`src/rtl/e203_exu_oitf_trk_pkg.sv`:
```
// Shared e203 sizing constants for the outstanding-instruction track FIFO.
package e203_exu_oitf_trk_pkg;

   localparam int unsigned E203_OITF_DEPTH  = 2;
   localparam int unsigned E203_ITAG_WIDTH  = 1;
   localparam int unsigned E203_RFIDX_WIDTH = 5;
   localparam int unsigned E203_PC_SIZE     = 32;

endpackage

```
`src/rtl/e203_exu_oitf_trk_ptr.sv`:
```
// Wrap-flag pointer: counts 0..DEPTH-1 and toggles r_flag each time it wraps.
module e203_oitf_ptr
   import e203_exu_oitf_trk_pkg::*;
#(
   parameter int unsigned DEPTH = E203_OITF_DEPTH,
   parameter int unsigned PTR_W = E203_ITAG_WIDTH
) (
   input  logic             clk,
   input  logic             rst,
   input  logic             i_inc,
   output logic [PTR_W-1:0] o_ptr,
   output logic             o_flag
);

   logic [PTR_W-1:0] r_ptr;
   logic             r_flag;
   logic             w_at_last;

   assign w_at_last = (r_ptr == PTR_W'(DEPTH - 1));

   always_ff @(posedge clk or posedge rst) begin
      if (rst) begin
         r_ptr  <= '0;
         r_flag <= 1'b0;
      end else if (i_inc) begin
         if (w_at_last) begin
            r_ptr  <= '0;
            r_flag <= ~r_flag;
         end else begin
            r_ptr  <= r_ptr + PTR_W'(1);
         end
      end
   end

   assign o_ptr  = r_ptr;
   assign o_flag = r_flag;

endmodule

```
`src/rtl/e203_exu_oitf_trk.sv`:
```
// Outstanding Instruction Track FIFO: holds long-pipe instructions from dispatch
// to write-back, supplying ITAGs, RAW/WAW hazard flags and an empty indication.
module e203_exu_oitf_trk
   import e203_exu_oitf_trk_pkg::*;
#(
   parameter int unsigned DEPTH   = E203_OITF_DEPTH,
   parameter int unsigned PTR_W   = E203_ITAG_WIDTH,
   parameter int unsigned RFIDX_W = E203_RFIDX_WIDTH,
   parameter int unsigned PC_W    = E203_PC_SIZE
) (
   input  logic               clk,
   input  logic               rst,
   input  logic               dis_ena,
   output logic               dis_ready,
   output logic [PTR_W-1:0]   dis_ptr,
   input  logic               disp_rs1en,
   input  logic               disp_rs2en,
   input  logic               disp_rs3en,
   input  logic               disp_rs1fpu,
   input  logic               disp_rs2fpu,
   input  logic               disp_rs3fpu,
   input  logic               disp_rdfpu,
   input  logic               disp_rdwen,
   input  logic [RFIDX_W-1:0] disp_rs1idx,
   input  logic [RFIDX_W-1:0] disp_rs2idx,
   input  logic [RFIDX_W-1:0] disp_rs3idx,
   input  logic [RFIDX_W-1:0] disp_rdidx,
   input  logic [PC_W-1:0]    disp_pc,
   output logic               oitfrd_match_disprs1,
   output logic               oitfrd_match_disprs2,
   output logic               oitfrd_match_disprs3,
   output logic               oitfrd_match_disprd,
   input  logic               ret_ena,
   output logic [PTR_W-1:0]   ret_ptr,
   output logic [RFIDX_W-1:0] ret_rdidx,
   output logic               ret_rdwen,
   output logic               ret_rdfpu,
   output logic [PC_W-1:0]    ret_pc,
   output logic               oitf_empty
);

   logic [PTR_W-1:0]   w_alc_ptr;
   logic [PTR_W-1:0]   w_ret_ptr;
   logic               w_alc_flag;
   logic               w_ret_flag;
   logic               w_full;
   logic               w_empty;
   logic               w_alc;
   logic               w_ret;

   logic [DEPTH-1:0]   w_valid;
   logic [DEPTH-1:0]   w_rdwen;
   logic [DEPTH-1:0]   w_rdfpu;
   logic [RFIDX_W-1:0] w_rdidx [DEPTH];
   logic [PC_W-1:0]    w_pc    [DEPTH];
   logic [DEPTH-1:0]   w_hit_rs1;
   logic [DEPTH-1:0]   w_hit_rs2;
   logic [DEPTH-1:0]   w_hit_rs3;
   logic [DEPTH-1:0]   w_hit_rd;

   // Same pointer index: wrap flags distinguish empty from full.
   assign w_empty = (w_alc_ptr == w_ret_ptr) && (w_alc_flag == w_ret_flag);
   assign w_full  = (w_alc_ptr == w_ret_ptr) && (w_alc_flag != w_ret_flag);
   assign w_alc   = dis_ena & ~w_full;
   assign w_ret   = ret_ena & ~w_empty;

   e203_oitf_ptr #(.DEPTH(DEPTH), .PTR_W(PTR_W)) u_alc_ptr (
      .clk    (clk),
      .rst    (rst),
      .i_inc  (w_alc),
      .o_ptr  (w_alc_ptr),
      .o_flag (w_alc_flag)
   );

   e203_oitf_ptr #(.DEPTH(DEPTH), .PTR_W(PTR_W)) u_ret_ptr (
      .clk    (clk),
      .rst    (rst),
      .i_inc  (w_ret),
      .o_ptr  (w_ret_ptr),
      .o_flag (w_ret_flag)
   );

   for (genvar i = 0; i < DEPTH; i++) begin : g_ent
      logic               r_valid;
      logic               r_rdwen;
      logic               r_rdfpu;
      logic [RFIDX_W-1:0] r_rdidx;
      logic [PC_W-1:0]    r_pc;
      logic               w_alc_here;
      logic               w_ret_here;

      assign w_alc_here = w_alc && (w_alc_ptr == PTR_W'(i));
      assign w_ret_here = w_ret && (w_ret_ptr == PTR_W'(i));

      // Allocation takes priority so a same-index alloc+ret leaves the entry live.
      always_ff @(posedge clk or posedge rst) begin
         if (rst) begin
            r_valid <= 1'b0;
         end else if (w_alc_here) begin
            r_valid <= 1'b1;
         end else if (w_ret_here) begin
            r_valid <= 1'b0;
         end
      end

      always_ff @(posedge clk) begin
         if (w_alc_here) begin
            r_rdwen <= disp_rdwen;
            r_rdfpu <= disp_rdfpu;
            r_rdidx <= disp_rdidx;
            r_pc    <= disp_pc;
         end
      end

      assign w_valid[i] = r_valid;
      assign w_rdwen[i] = r_rdwen;
      assign w_rdfpu[i] = r_rdfpu;
      assign w_rdidx[i] = r_rdidx;
      assign w_pc[i]    = r_pc;

      assign w_hit_rs1[i] = r_valid & r_rdwen & disp_rs1en
                          & (r_rdidx == disp_rs1idx) & (r_rdfpu == disp_rs1fpu);
      assign w_hit_rs2[i] = r_valid & r_rdwen & disp_rs2en
                          & (r_rdidx == disp_rs2idx) & (r_rdfpu == disp_rs2fpu);
      assign w_hit_rs3[i] = r_valid & r_rdwen & disp_rs3en
                          & (r_rdidx == disp_rs3idx) & (r_rdfpu == disp_rs3fpu);
      assign w_hit_rd[i]  = r_valid & r_rdwen & disp_rdwen
                          & (r_rdidx == disp_rdidx)  & (r_rdfpu == disp_rdfpu);
   end

   assign dis_ready  = ~w_full;
   assign dis_ptr    = w_alc_ptr;
   assign oitf_empty = w_empty;

   assign oitfrd_match_disprs1 = |w_hit_rs1;
   assign oitfrd_match_disprs2 = |w_hit_rs2;
   assign oitfrd_match_disprs3 = |w_hit_rs3;
   assign oitfrd_match_disprd  = |w_hit_rd;

   assign ret_ptr   = w_ret_ptr;
   assign ret_rdidx = w_rdidx[w_ret_ptr];
   assign ret_rdwen = w_rdwen[w_ret_ptr];
   assign ret_rdfpu = w_rdfpu[w_ret_ptr];
   assign ret_pc    = w_pc[w_ret_ptr];

   // A lone request against a full/empty FIFO indicates an upstream handshake bug.
   a_no_alc_full: assert property (@(posedge clk) disable iff (rst)
      !(dis_ena && w_full && !ret_ena));
   a_no_ret_empty: assert property (@(posedge clk) disable iff (rst)
      !(ret_ena && w_empty && !dis_ena));

endmodule

```
`config.mk`:
```
export PLATFORM = sky130hd
export DESIGN_NAME = e203_exu_oitf_trk
export DESIGN_NICKNAME = d
export VERILOG_FILES = /design/src/rtl/e203_exu_oitf_trk_pkg.sv /design/src/rtl/e203_exu_oitf_trk_ptr.sv /design/src/rtl/e203_exu_oitf_trk.sv
export SDC_FILE = /design/constraint.sdc
export NUM_CORES = 1
export LEC_CHECK = 0
export BUFFER_PORTS_ARGS = -buffer_cell sky130_fd_sc_hd__buf_4
export CAP_MARGIN = 30
export CORE_MARGIN = 3
export CORE_UTILIZATION = 52
export CTS_CLUSTER_DIAMETER = 150
export DETAILED_ROUTE_END_ITERATION = 10
export GPL_TIMING_DRIVEN = 0
export PLACE_DENSITY_LB_ADDON = 0.15
export SYNTH_ARGS = -nofsm -noshare
export SYNTH_HDL_FRONTEND = slang
export SYNTH_SLANG_ARGS = --single-unit
```
`constraint.sdc`:
```
create_clock -name clk -period 3.4 [get_ports clk]
set_input_delay 0 -clock clk [delete_from_list [all_inputs] [get_ports clk]]
set_output_delay 0 -clock clk [all_outputs]
set_load 0.01 [all_outputs]
```
# Word-level counts from Yosys, hierarchy flattened
# Cells that the tools add are included.
# classes
addsub	2
mul	0
div	0
n_lt_le_gt_ge	2
eq_ne	19
shift	0
n_mux	16
n_bitwise	35
reduce_logical	14
# ops
operator	n
$mux W32	3
$eq A5 B5 Y1	8
$and A1 B1 Y1	28
$mux W5	3
$eq A1 B1 Y1	10
$mux W1	10
$reduce_or A2 Y1	4
$logic_and A1 B1 Y1	6
$not A1 Y1	6
$reduce_and A2 Y1	2
$reduce_bool A2 Y1	2
$add A1 B1 Y1 const B	2
$ge A2 B2 Y1 const B	1
$lt A1 B2 Y1 const B	1
$not A1 Y2	1
$ne A1 B1 Y1	1
# totals
regBits	84
latch_bits	0
ram_bits	0
rom_bits	0
input_bits	64
output_inout_bits	47
wordCells	102
mem_count	0

# Logic depth before layout (Yosys ltp)
# depth
depth_word	7
ltp_mapped	5
ltp_nobuf	4

# Hierarchy
# A second synthesis with hierarchy kept.
# hier_totals
cells_unflattened	243
area_unflattened_um2	3771.1
# by_module_without_submodules
mod	n_inst	cells_per_inst	area_each_um2	seq_area_each_um2
e203_exu_oitf_trk	1	231	3621.0	2392.3
e203_oitf_ptr	2	6	75.1	50.0

# Worst setup path before layout
# No wires, ideal clock.
# synth_path
path_kind	register -> register
from	reg u_ret_ptr.r_ptr, in the netlist u_ret_ptr.o_ptr
to	reg g_ent[1].r_pc[0], enable pin
setup_ns	0.450
arrival_time_ns	2.718
required_ns	2.950
path_slack_ns	0.232
stages_incl_launch_ff	4
path_buffers	2
period_less_slack_ns	3.168
path_cell_list	dfrtp_1 > buf_4 > buf_2 > a21oi_1
# synth_between
elab_chain_len	5
# synth_rtl
element	line_no	source
start: declaration	e203_exu_oitf_trk_ptr.sv:15	logic [PTR_W-1:0] r_ptr;
start signal: assignment	e203_exu_oitf_trk_ptr.sv:30	r_ptr <= r_ptr + PTR_W'(1);
$eq A1 B1 Y1	e203_exu_oitf_trk.sv:63	assign w_full = (w_alc_ptr == w_ret_ptr) && (w_alc_flag != w_ret_flag);
$logic_and A1 B1 Y1	e203_exu_oitf_trk.sv:63	
$not A1 Y1	e203_exu_oitf_trk.sv:64	assign w_alc = dis_ena & ~w_full;
$and A1 B1 Y1	e203_exu_oitf_trk.sv:64	
$logic_and A1 B1 Y1	e203_exu_oitf_trk.sv:92	assign w_alc_here = w_alc && (w_alc_ptr == PTR_W'(i));
net g_ent[1].w_alc_here	e203_exu_oitf_trk.sv:89	logic w_alc_here;
end signal: assignment	e203_exu_oitf_trk.sv:111	r_pc <= disp_pc;
end: declaration	e203_exu_oitf_trk.sv:88	logic [PC_W-1:0] r_pc;
# The timed path passes the listed nets, and every way through them passes these cells.
# A chain may end at the register's enable or synchronous reset.

# Worst setup path after layout
# layout_path
from	reg u_ret_ptr.r_flag, in the netlist u_ret_ptr.o_flag
to	reg g_ent[0].r_rdidx[3], enable pin
# layout_between
elab_chain_len	5
# layout_rtl
element	line_no	source
start: declaration	e203_exu_oitf_trk_ptr.sv:16	logic r_flag;
start signal: assignment	e203_exu_oitf_trk_ptr.sv:28	r_flag <= ~r_flag;
$ne A1 B1 Y1	e203_exu_oitf_trk.sv:63	
$logic_and A1 B1 Y1	e203_exu_oitf_trk.sv:63	
$not A1 Y1	e203_exu_oitf_trk.sv:64	
$and A1 B1 Y1	e203_exu_oitf_trk.sv:64	
$logic_and A1 B1 Y1	e203_exu_oitf_trk.sv:92	
net g_ent[0].w_alc_here	e203_exu_oitf_trk.sv:89	
end signal: assignment	e203_exu_oitf_trk.sv:110	r_rdidx <= disp_rdidx;
end: declaration	e203_exu_oitf_trk.sv:87	logic [RFIDX_W-1:0] r_rdidx;
# The timed path passes the listed nets, and every way through them passes these cells.

==> impl_metrics.json <==
{
  "status": "finished clean",
  "hold_viol": 0,
  "required_ns": 3.44,
  "critPathLaunchType": "flop",
  "vias": 2620,
  "synth_most_common_cell": "edfxtp_1",
  "wl_met3_um": 716,
  "seq_area_frac_synth_pct": 66.0,
  "drtIter0Drc": 105,
  "area_growth_pct": 43.0,
  "start_util_pct": 54.7,
  "final_layout_size_suffix_gt1_share_pct": 44.7,
  "setup-tns-final_ns": 0,
  "crit_arrival_ns": 2.01,
  "clock_path_buffers": 2,
  "postCtsHoldBufs": 42,
  "dieArea_um2": 8320,
  "synth_ff_type": "edfxtp_1",
  "final_cell_count_no_fill": 512,
  "antenna_cells": 0,
  "die_h_um": 91.2,
  "syn_avg_cell_area_um2": 15.4,
  "ys_ff_latch": 84,
  "async_flop_share_pct": 7.14,
  "placement.io_buffers": 110,
  "post_cts_buffers": 0,
  "path_clk_slew_ns": 0.09,
  "cts-root-buf": "clkbuf_8",
  "setup_violations": 0,
  "cpMaxStageDelayCell": "dfrtp_1",
  "crit_family": "flip-flops",
  "cts.sinks": 84,
  "fin_crit_sh_pct": 58.1,
  "slew_headroom_pct": 60.8,
  "synthTopCellsByArea": "edfxtp_1 (62%), mux2_2 (12%), xnor2_1 (8.8%)",
  "fp.dieW_um": 91.2,
  "met1_length_um": 3470,
  "synth_edf_count": 78,
  "totalWireLength_um": 8700,
  "hold_ws_ns": 0.121,
  "grt_max_degree": 29,
  "rr_startpoint": "u_ret_ptr.o_flag",
  "grt_pass1_wl_um": 13700,
  "numCtsBuffers": 9,
  "grt_pass1_vias": 2767,
  "antenna_found_initial": 0,
  "skew_ns": 0.0142,
  "seqCellArea_um2": 2490,
  "fin_crit_ns": 1.97,
  "irDropWorstVdd_mv": 0.427,
  "dp_hpwl_um": 5640,
  "worstPathMaxFanout": 27,
  "wl_per_cell_um": 17.0,
  "synth_area_um2": 3780,
  "path_cells": "xnor2_1 > o21ai_1 > nor2_4 > buf_12",
  "pin_count": 111,
  "fillCellCount": 439,
  "syn_inst": 246,
  "drv_cap": 0,
  "synth_commonest_cells": "edfxtp_1 (78), mux2_2 (40), xnor2_1 (38)",
  "crit_type": "flop to flop",
  "rrSetupSlack_ns": 1.43,
  "multi_input_area_um2": 1180,
  "grtUsageTotal_pct": 21.5,
  "via_per_inst": 5.12,
  "placed_cells": 454,
  "power.leakage_nw": 2.07,
  "yosys.area.top_type": "edfxtp_1",
  "syn_nets": 310,
  "cts-resized-gates": 0,
  "row_count": 30,
  "grt-ovfl-total": 0,
  "wl_met2_um": 4310,
  "clk-insertion-delay-late_ns": 0.35,
  "max_clock_freq_mhz": 506,
  "highest_layer": "met4",
  "cp_num_buf_inv": 1,
  "crit_start": "u_ret_ptr.o_flag",
  "power.density_nw_per_um2": 729,
  "postRouteAntennaNets": 0,
  "place_congestion": 0.912,
  "dr.pass1.iters": 4,
  "cp-end-kind": "flop",
  "tritoncts": "built",
  "yosysWarnings": 0,
  "core_um2": 6910,
  "htreeDepth": 3,
  "drc": 0,
  "ys_types": 23,
  "synth_top_cell_area_share_pct": 62.0,
  "slew_violations": 0,
  "rsz0062_at_grt": "no",
  "tightest_slew_ns": 0.587,
  "cpPeakStageDelay_ns": 0.46,
  "final_nets": 475,
  "hold_path_class": "input pin to asynchronous set/reset pin"
}
[state kept, by name, indices dropped and copies added (netlist names)]
| name | flops |
|---|---|
| u_ret_ptr.o_ptr | 1 |
| u_alc_ptr.o_flag | 1 |
| u_ret_ptr.o_flag | 1 |
| g_ent.r_rdwen | 2 |
| g_ent.r_pc | 64 |
| g_ent.r_rdfpu | 2 |
| u_alc_ptr.o_ptr | 1 |
| g_ent.r_rdidx | 10 |
| g_ent.r_valid | 2 |
[through the flow]
| stage | worst slack [ns] | area [µm²] | util, % | total power, mW |
|---|---|---|---|---|
| final | 1.43 | 5400 | 78.2 | 3.94 |
| after global routing | 1.37 | 5400 | 78.2 | 4.16 |
| after CTS | 1.46 | 5400 | 78.2 | 3.96 |
| after detailed placement | 1.48 | 4780 | 69.2 | 3.22 |
| after global placement | -0.937 | 4720 | 68.4 | 3.14 |
| after floorplan | 0.232 | 3780 | - | 2.50 |
[tightest hold or removal path: stages]
cell and delay, ns:
dlygate4sd3_1 0.54, buf_4 0.13, inv_1 0.19
[worst paths after layout]
check | to | cells past startpoint
max | g_ent[0].r_rdidx[3] | 4
min | u_ret_ptr.o_flag | 3
max reg2reg | g_ent[0].r_rdidx[3] | 4
min reg2reg | g_ent[1].r_valid | 2
max in group asynchronous | g_ent[1].r_valid | 3
min in group clk | oitfrd_match_disprs3 | 4
[per-layer routing]
layer	GRT usage, %	up-vias
li1	-	1233
met1	25.0	1258
met2	35.7	110
met3	8.53	19
met4	8.42	0
met5	0	-
[cells by family (layout without fill, tap and decap cells)]
| group | after synthesis | after routing | synth area share, % |
|---|---|---|---|
| compound gates | 17 | 17 | 2.48 |
| xor+xnor | 51 | 51 | 11.8 |
| mux | 40 | 40 | 11.9 |
| buf+inv | 22 | 192 | 3.18 |
| simple gates | 32 | 32 | 4.60 |
| flops | 84 | 84 | 66.0 |
[cells in the final DEF (no fill, tap or decap), types with 3 or more instances in the layout]
cell and instances:
nand2_1 4, a21oi_1 3, nor2_1 4, nor4_1 3
nand3_1 3, mux2_2 40, inv_1 4, clkbuf_8 9
o21ai_1 4, xnor2_1 38, nand4_1 13, xor2_1 13
dlygate4sd3_1 42, edfxtp_1 78, buf_2 15, dfrtp_1 6
o21ai_0 4, nand2b_1 3, buf_4 111
[report_power, final]
| group | total (mW) | internal, mW | switching [mW] | leakage [nW] |
|---|---|---|---|---|
| Clock | 0.700 | 0.343 | 0.357 | 0.0968 |
| Sequential | 1.54 | 1.45 | 0.0933 | 0.798 |
| Combinational | 1.70 | 0.849 | 0.847 | 1.17 |
| Total | 3.94 | 2.64 | 1.30 | 2.07 |
[final cells by class]
class	instances	area share [%]
plain buffers	18	1.95
clock buffers	9	2.29
clock inverters	7	1.37
inverters	4	0.278
multi-input cells	140	21.9
flip-flops and latches	84	46.2
well taps	96	2.22
repair buffers	154	23.8
(Power assumes the default switching activity.)
